===== src/rtl/alu_pkg.sv =====
// Shared opcodes, flag indices and FSM state type for the execute-stage ALU.
package alu_pkg;

   localparam logic [2:0] OP_ADD  = 3'd0;
   localparam logic [2:0] OP_SUB  = 3'd1;
   localparam logic [2:0] OP_NOTA = 3'd2;
   localparam logic [2:0] OP_NOTB = 3'd3;
   localparam logic [2:0] OP_OR   = 3'd4;
   localparam logic [2:0] OP_ORN  = 3'd5;
   localparam logic [2:0] OP_AND  = 3'd6;
   localparam logic [2:0] OP_ANDN = 3'd7;

   localparam logic [3:0] OP_SLL = 4'b1000;
   localparam logic [3:0] OP_SRL = 4'b1001;
   localparam logic [3:0] OP_SRA = 4'b1010;
   localparam logic [3:0] OP_ROL = 4'b1011;

   localparam int FLG_Z = 0;
   localparam int FLG_N = 1;
   localparam int FLG_C = 2;
   localparam int FLG_V = 3;

   typedef enum logic {
      ST_IDLE,
      ST_SHIFT
   } state_t;

endpackage


===== src/rtl/alu_core.sv =====
// Combinational WIDTH-bit function table with carry and signed-overflow outputs.
module alu_core
   import alu_pkg::*;
#(
   parameter int WIDTH = 16
) (
   input  logic [2:0]       op,
   input  logic [WIDTH-1:0] a,
   input  logic [WIDTH-1:0] b,
   input  logic             cin,
   output logic [WIDTH-1:0] result,
   output logic             carry,
   output logic             overflow
);

   logic [WIDTH-1:0] b_sel;
   logic [WIDTH:0]   sum;

   // op 1 is a+~b+cin, so the same adder serves both arithmetic ops.
   assign b_sel = op[0] ? ~b : b;
   assign sum   = {1'b0, a} + {1'b0, b_sel} + {{WIDTH{1'b0}}, cin};

   always_comb begin
      result   = '0;
      carry    = 1'b0;
      overflow = 1'b0;
      case (op)
         OP_ADD, OP_SUB: begin
            result   = sum[WIDTH-1:0];
            carry    = sum[WIDTH];
            overflow = (a[WIDTH-1] == b_sel[WIDTH-1]) && (sum[WIDTH-1] != a[WIDTH-1]);
         end
         OP_NOTA: result = ~a;
         OP_NOTB: result = ~b;
         OP_OR:   result = a | b;
         OP_ORN:  result = a | ~b;
         OP_AND:  result = a & b;
         OP_ANDN: result = a & ~b;
         default: result = '0;
      endcase
   end

endmodule


===== src/rtl/alu_pipe.sv =====
// Registered execute-stage ALU with valid/ready handshake and {V,C,N,Z} flags.
// Define ALU_SHIFT_EN to add the bit-serial shifter selected by op[3].
module alu_pipe
   import alu_pkg::*;
#(
   parameter int WIDTH = 16
) (
   input  logic             clk,
   input  logic             rst_n,
   input  logic             in_valid,
   output logic             in_ready,
   input  logic [3:0]       op,
   input  logic [WIDTH-1:0] a,
   input  logic [WIDTH-1:0] b,
   input  logic             cin,
   output logic             out_valid,
   input  logic             out_ready,
   output logic [WIDTH-1:0] result,
   output logic [3:0]       flags
);

   localparam int SHW = $clog2(WIDTH);

   logic [WIDTH-1:0] core_res;
   logic             core_c;
   logic             core_v;

   alu_core #(.WIDTH(WIDTH)) u_core (
      .op       (op[2:0]),
      .a        (a),
      .b        (b),
      .cin      (cin),
      .result   (core_res),
      .carry    (core_c),
      .overflow (core_v)
   );

   logic             out_valid_reg;
   logic [WIDTH-1:0] result_reg;
   logic [3:0]       flags_reg;
   logic             busy;
   logic             accept;
   logic             wr_en;
   logic [WIDTH-1:0] wr_res;
   logic             wr_c;
   logic             wr_v;
   logic [3:0]       flags_next;

   assign in_ready = !busy && (!out_valid_reg || out_ready);
   assign accept   = in_valid && in_ready;

`ifdef ALU_SHIFT_EN
   state_t           state_reg;
   logic [SHW-1:0]   cnt_reg;
   logic [WIDTH-1:0] sh_reg;
   logic [1:0]       sh_op_reg;
   logic             sh_c_reg;
   logic [WIDTH-1:0] sh_next;
   logic             sh_c_next;
   logic [SHW-1:0]   k;

   assign k    = b[SHW-1:0];
   assign busy = (state_reg == ST_SHIFT);

   always_comb begin
      sh_next   = sh_reg;
      sh_c_next = sh_c_reg;
      case ({2'b10, sh_op_reg})
         OP_SLL: begin sh_next = {sh_reg[WIDTH-2:0], 1'b0};          sh_c_next = sh_reg[WIDTH-1]; end
         OP_SRL: begin sh_next = {1'b0, sh_reg[WIDTH-1:1]};          sh_c_next = sh_reg[0];       end
         OP_SRA: begin sh_next = {sh_reg[WIDTH-1], sh_reg[WIDTH-1:1]}; sh_c_next = sh_reg[0];     end
         OP_ROL: begin sh_next = {sh_reg[WIDTH-2:0], sh_reg[WIDTH-1]}; sh_c_next = sh_reg[WIDTH-1]; end
         default: ;
      endcase
   end

   always_comb begin
      wr_en  = 1'b0;
      wr_res = core_res;
      wr_c   = core_c;
      wr_v   = core_v;
      if (state_reg == ST_SHIFT) begin
         if (cnt_reg == '0) begin
            wr_en  = 1'b1;
            wr_res = sh_reg;
            wr_c   = sh_c_reg;
            wr_v   = 1'b0;
         end
      end else if (accept) begin
         if (!op[3]) begin
            wr_en = 1'b1;
         end else if (k == '0) begin
            wr_en  = 1'b1;
            wr_res = a;
            wr_c   = 1'b0;
            wr_v   = 1'b0;
         end
      end
   end

   // One bit per cycle; the extra cycle at cnt==0 commits to the output register.
   always_ff @(posedge clk or negedge rst_n) begin
      if (!rst_n) begin
         state_reg <= ST_IDLE;
         cnt_reg   <= '0;
         sh_reg    <= '0;
         sh_op_reg <= '0;
         sh_c_reg  <= 1'b0;
      end else begin
         case (state_reg)
            ST_IDLE: begin
               if (accept && op[3] && (k != '0)) begin
                  state_reg <= ST_SHIFT;
                  cnt_reg   <= k;
                  sh_reg    <= a;
                  sh_op_reg <= op[1:0];
                  sh_c_reg  <= 1'b0;
               end
            end
            ST_SHIFT: begin
               if (cnt_reg == '0) begin
                  state_reg <= ST_IDLE;
               end else begin
                  sh_reg   <= sh_next;
                  sh_c_reg <= sh_c_next;
                  cnt_reg  <= cnt_reg - 1'b1;
               end
            end
            default: state_reg <= ST_IDLE;
         endcase
      end
   end
`else
   logic unused_op3;

   assign unused_op3 = op[3];
   assign busy       = 1'b0;
   assign wr_en      = accept;
   assign wr_res     = core_res;
   assign wr_c       = core_c;
   assign wr_v       = core_v;
`endif

   always_comb begin
      flags_next        = '0;
      flags_next[FLG_Z] = (wr_res == '0);
      flags_next[FLG_N] = wr_res[WIDTH-1];
      flags_next[FLG_C] = wr_c;
      flags_next[FLG_V] = wr_v;
   end

   // A new write wins over a simultaneous downstream take, keeping out_valid high.
   always_ff @(posedge clk or negedge rst_n) begin
      if (!rst_n) begin
         out_valid_reg <= 1'b0;
         result_reg    <= '0;
         flags_reg     <= '0;
      end else if (wr_en) begin
         out_valid_reg <= 1'b1;
         result_reg    <= wr_res;
         flags_reg     <= flags_next;
      end else if (out_ready) begin
         out_valid_reg <= 1'b0;
      end
   end

   assign out_valid = out_valid_reg;
   assign result    = result_reg;
   assign flags     = flags_reg;

endmodule


===== config.mk =====
export PLATFORM = sky130hd
export DESIGN_NAME = alu_pipe
export DESIGN_NICKNAME = d
export VERILOG_FILES = /design/src/rtl/alu_pkg.sv /design/src/rtl/alu_core.sv /design/src/rtl/alu_pipe.sv
export SDC_FILE = /design/constraint.sdc
export NUM_CORES = 1
export LEC_CHECK = 0
export ABC_AREA = 1
export CAP_MARGIN = 10
export CORE_ASPECT_RATIO = 0.5
export CORE_MARGIN = 2
export CORE_UTILIZATION = 55
export DETAILED_ROUTE_END_ITERATION = 8
export GPL_TIMING_DRIVEN = 0
export PLACE_DENSITY = 0.88
export SYNTH_ARGS = -nofsm -noshare
export SYNTH_HDL_FRONTEND = slang
export SYNTH_SLANG_ARGS = --single-unit
export TNS_END_PERCENT = 50

===== constraint.sdc =====
create_clock -name clk -period 2.3 [get_ports clk]
set_clock_uncertainty 0.2 [all_clocks]
set_input_delay 0.23 -clock clk [delete_from_list [all_inputs] [get_ports clk]]
set_output_delay 0.23 -clock clk [all_outputs]
set_load 0.01 [all_outputs]

==> results.toml, run 1 <==
[layout]
area_growth_pct = 55.06
fin_cells = 576
num_antenna_cells = 0
final_area_sq_um = 3985
fin_nets = 579
layout-drive-gt1-share = 0.2447
fin_util = 0.8964
largest_register_ffs = 15

[global_routing]
grt_usage = 0.3349
overflow = 0
grt_pass1_wl_microns = 13680
grt_pass1_vias = 3013
antenna_found_initial = 0
grt_max_degree = 21

[power]
power.internal_uw = 1062
peakVddDrop_mv = 0.3441
pwr-share-clk = 0.124
p_seq_frac = 0.237
sw_frac_of_total = 0.4362
p_leak_uw = 0.001922
p_sw_uw = 821.6
p_total_uw = 1883
p_comb_frac = 0.639
power.density_nw_per_um2 = 472.6

[logic_synthesis]
synth-xor-area-share = 0.05112
synth_ff_type = "dfrtp_1"
synth_mux_area_frac = 0
synth_top_family_by_area = "simple AND/OR/NAND/NOR gates"
synth_adder_area_share = 0.08861
yosys-top-cells-area = "dfrtp_1, nand2_1, nand3_1, nor2_1, ha_1"
synth-seq-area-share = 0.1947
synth.distinct_cells = 33
synthSimpleGateAreaFrac = 0.4172
syn_inst = 431
synth-compound-area-share = 0.1446
avgSynthCellArea_sq_um = 5.963
yosysWarnings = 0
ys_ff_latch = 20
yosysTopAreaCell = "dfrtp_1"
syn_area_sq_um = 2570
yosys.area.top_type_share = 0.1947
synthArstFlopShare = 1.000
synth-edff-count = 0
synth_fp_nets = 489

[clock_tree]
clkTransAtPathRegs_ps = 70
cts_buffer_depth = 2
htreeDepth = 1
cts_sinks = 20
clkLatencyLatePin_ps = 250
cts_tree = "built"
root_buffer = "clkbuf_8"
cts_buffers = 3

[critical_path]
crit_required_ps = 2300
crit_path_end_kind = "flip-flop"
path_max_fanout = 4
cpPeakStageDelay_ps = 370
cp.arrival_ps = 2520
slowest_stage = "fa_2"
path_cells = "buf_12 > buf_8 > nand2_4 > nand2_4 > fa_2 > inv_2 > fa_2 > inv_2 > nand3_2 > nand2_2 > nand2_1 > nand2_1 > nand2_1 > nand3_1 > nand2_1 > nor2_2 > nand3_1 > nor2_1 > nand2_1 > nand2_1"
cpMostUsedCell = "nand2_1"
crit_type = "in2reg"
start_kind = "input port"

[sta]
rsz0062_at_grt = "yes"
relSlewSlack = 0.3542
hold_viol = 0
max_freq_mhz = 396.8
final.period_utilization = 1.096
finalSetupViolations = 3
fin_ws_ps = -219.9
period_needed_ps = 2520
maxSlewViolCount = 0
tightestPinTransition_ps = 965.7

[routing]
drc = 1
ant_nets = 0
routedWlPerCell_microns = 18.34
routed_wl_microns = 10570
dr.pass1.iters = 9
num_vias = 3643
drtIter0Drc = 467
via_per_inst = 6.325

[job]
maxCapViolations = 0

[die]
initial_core_util = 0.5781
die_area_sq_um = 5269
core_sq_um = 4446
io_pins = 63
die_x_microns = 100.7
fp.dieH_microns = 52.34
rows = 17

[place]
dpl.hpwl_microns = 5994
finalWeightedCongestion = 0.9185
io_buffers = 60
postPlaceCellArea_sq_um = 3254
dp_cells = 548

[worst_hold_path]
hold_path.class = "reg2reg"

[status]
violations = "DRC, setup timing"
status = "complete, but fails checks"
path summary, 6_finish.rpt:
| kind | end | slack, ps | start | cells past startpoint |
|---|---|---|---|---|
| max reg2reg | flags[0]$_DFFE_PN0P_ | 380 | out_valid$_DFFE_PN0P_ | 11 |
| min | flags[0]$_DFFE_PN0P_ | 290 | flags[0]$_DFFE_PN0P_ | 2 |
| max in group asynchronous | flags[0]$_DFFE_PN0P_ | 1010 | rst_n | 1 |
| min reg2reg | flags[0]$_DFFE_PN0P_ | 290 | flags[0]$_DFFE_PN0P_ | 2 |
| max | flags[0]$_DFFE_PN0P_ | -220 | op[0] | 20 |
| min in group asynchronous | result[1]$_DFFE_PN0P_ | 310 | rst_n | 1 |
cells in the final DEF (no fill, tap or decap), types with 5 or more instances in the layout:
cell type / count
xor2_2: 8
dfrtp_1: 20
o22ai_1: 10
nand2_2: 19
nor2_1: 46
a21oi_1: 9
a31oi_1: 8
nand3_1: 38
nand2_4: 5
nand3_2: 8
nand4_1: 5
clkdlybuf4s50_1: 36
inv_1: 41
o21ai_0: 27
dlymetal6s2s_1: 7
ha_4: 13
dlygate4sd2_1: 14
buf_4: 24
nand3b_1: 6
inv_2: 5
nand2_1: 107
a21oi_2: 8
logic make-up (layout without fill, tap and decap cells):
kind of cell	after synthesis	count (layout)
simple gates	250	250
flops	20	20
xor+xnor	15	15
compound gates	67	67
fa+ha+maj	17	17
buf+inv	62	150
synthesized netlist by cell type, types with 3 or more instances:
library cell,n
a21oi_1,17
a31oi_1,8
buf_2,3
buf_6,3
clkbuf_1,3
dfrtp_1,20
ha_1,15
inv_1,47
nand2_1,131
nand3_1,45
nand3b_1,6
nand4_1,5
nor2_1,51
nor3_1,3
o21ai_0,27
o22ai_1,10
or2_2,4
xnor2_1,4
xor2_1,11
final cells by class:
class	instances	area [sq um]
clock buffer	3	41.29
multi-input combinational	349	2275
fill	221	460.4
tap	57	71.32
inverter	50	193.9
sequential	20	500.5
timing repair buffer	85	810.8
buffer	12	92.59
power groups by stage:
stage | Clock (uW) | Sequential, uW | Combinational [uW]
2_1_floorplan | 0 | 477 | 498
3_3_place_gp | 0 | 448 | 858
3_5_place_dp | 0 | 450 | 872
4_1_cts | 228 | 443 | 1010
5_1_grt | 249 | 451 | 1270
6_report | 233 | 447 | 1200
stage by stage:
step                      setup TNS, ps  worst slack [ps]  hold slack (ps)
after floorplan                       0             14.43           -265.6
after global placement           -12200             -1065            267.0
after detailed placement         -12700             -1060            270.9
after CTS                        -57.89            -57.89            288.8
after global routing             -528.8            -287.7            322.3
final                            -224.7            -219.9            290.2
what timing repair did:
item	in CTS	in global routing
resized for setup	80	51
hold buffers	0	0
endpoints found under the setup margin	18	8
pin swaps	33	24
buffers inserted	20	7
layer usage:
layer	global-route usage	part of all wire
met3	0.05333	0.13
met5	0	0
met2	0.5633	0.44
met1	0.4299	0.36
met4	0.1530	0.079
critical path: cells and delay by family:
family,cells,cell delay [ps]
simple gates,14,1350
fa+ha+maj,2,580
buf+inv,4,350
Note: power is estimated with default switching activity, not from simulation.
==> run 2: changes to the inputs <==
Settings changed: CORE_ASPECT_RATIO 0.5 to 0.7, HOLD_SLACK_MARGIN set to 0.12.
==> results.toml, run 2 (same netlist as run 1, synthesis figures left out) <==
[global_routing]
grt_pass1_vias = 3219
overflow = 0
grt_max_degree = 21
grt_usage = 0.3849
antenna_found_initial = 0
grt_pass1_wl_microns = 15530

[layout]
final_cell_mix = "nand2_1, nor2_1, inv_1"
num_antenna_cells = 0
final_common_cell = "nand2_1"
largest_register_ffs = 15
fin_nets = 585
regArea_sq_um = 500.5
multiInputGateArea_sq_um = 2272
fin_util = 0.9131
area_growth_pct = 56.48
fillers = 185
layout-drive-gt1-share = 0.2529

[clock_tree]
clkLatencyLatePin_ps = 250
cts_sinks = 20
cts_buffers = 3
postCtsHoldBufs = 0
htreeDepth = 1
cts_buffer_depth = 2
root_buffer = "clkbuf_8"
cts_tree = "built"
clkTransAtPathRegs_ps = 80

[routing]
routedWlPerCell_microns = 21.65
dr.pass1.iters = 9
drc = 41
drtIter0Drc = 668
via_per_inst = 6.806
routed_wl_microns = 12580
num_vias = 3954
ant_nets = 0

[sta]
fin_setup_tns_ps = -1193
relSlewSlack = 0.4012
tightestPinTransition_ps = 895.5
max_freq_mhz = 370.6
hold_viol = 0
finalSetupViolations = 7
fin_ws_ps = -398.6
final.period_utilization = 1.173
period_needed_ps = 2699
maxSlewViolCount = 0
rsz0062_at_grt = "yes"

[job]
maxCapViolations = 0

[power]
peakVddDrop_mv = 0.4919
p_leak_uw = 0.001930
power.density_nw_per_um2 = 493.6

[die]
io_pins = 63
core_sq_um = 4404
fp.dieH_microns = 61.19
initial_core_util = 0.5835
rows = 20
die_area_sq_um = 5244
die_x_microns = 85.70

[critical_path]
start_kind = "input port"
crit_path_end_kind = "flip-flop"
crit_required_ps = 2300
path_max_fanout = 4
crit_start = "op[0]"
crit_type = "in2reg"
cp.arrival_ps = 2690
timing.rr.start = "out_valid$_DFFE_PN0P_"

[worst_hold_path]
hold_path.class = "in2async"

[place]
dpl.hpwl_microns = 6839
io_buffers = 60
finalWeightedCongestion = 0.9660
pre_cts_ws_ps = -1094

[status]
status = "complete, but fails checks"
violations = "DRC, setup timing"
==> run 2: cell types whose count changed in the layout (fill, tap and decap cells not counted), moves of 2 or more <==
cell             change
buf_2                +2
clkdlybuf4s50_1      +2
nand2_4              -2
a31oi_2              +2
buf_4                +6
inv_2                +2
dlygate4sd2_1        -2
a31oi_1              -2
nand2_1              +3
==> run 2: worst paths after layout <==
| kind | endpoint | slack (ps) | depth (start not counted) |
|---|---|---|---|
| worst min register to register | flags[2]$_DFFE_PN0P_ | 290 | 2 |
| worst max-delay path | flags[0]$_DFFE_PN0P_ | -400 | 19 |
| worst max register to register | flags[1]$_DFFE_PN0P_ | 450 | 6 |
| max in group asynchronous | flags[3]$_DFFE_PN0P_ | 1070 | 1 |
| min in group clk | flags[2]$_DFFE_PN0P_ | 290 | 2 |
| worst min-delay path | result[6]$_DFFE_PN0P_ | 270 | 1 |
==> run 2: routing by layer <==
| layer | up-vias | track usage | share of wire |
|---|---|---|---|
| li1 | 1601 | - | - |
| met1 | 1741 | 0.5245 | 0.34 |
| met2 | 459 | 0.5993 | 0.41 |
| met3 | 153 | 0.09115 | 0.17 |
| met4 | 0 | 0.1610 | 0.083 |
| met5 | - | 0 | 0 |
==> run 2: where the power goes <==
part           internal [uW]  switching, uW
logic                    545            717
registers                411           41.6
clock network            152            118
total                   1110            877
==> run 2: cell type report <==
class,count,share of cell area
Timing Repair Buffer,91,0.2085
Multi-Input combinational cell,349,0.5650
Clock buffer,4,0.01369
Buffer,12,0.02365
Inverter,50,0.04760
Sequential cell,20,0.1245
Tap cell,55,0.01711
==> run 2: critical path, stage by stage <==
cell	delay, ps
buf_8	110
buf_8	130
nand2_4	70
nand2_4	50
fa_2	450
inv_2	90
fa_2	230
inv_2	40
nand3_1	100
nand2_2	90
nand2_1	100
a21oi_2	80
nor2_2	150
nand3_1	150
nor2_2	140
nand3_1	140
nor2_1	180
nand2_1	110
nand2_1	70
==> run 2: metrics by stage <==
step,std cells,hold WS [ps],instance area [sq um],total power (uW)
final,581,273.3,4021,1985
after global routing,581,322.8,4021,2050
after CTS,573,286.8,3730,1737
after detailed placement,546,280.3,3252,1344
after global placement,546,265.8,3252,1309
after floorplan,431,-265.6,2582,975.5
==> run 2: what timing repair did <==
action | in CTS | in global routing
pin swaps | 30 | 27
buffers inserted | 23 | 8
resized for setup | 74 | 49
endpoints found under the setup margin | 18 | 11
==> run 3: changes to the inputs <==
Settings changed: ABC_CLOCK_PERIOD_IN_PS set to 2300.
==> results of run 3 <==
The final DEF is identical to that of run 2; final timing and power are the same.
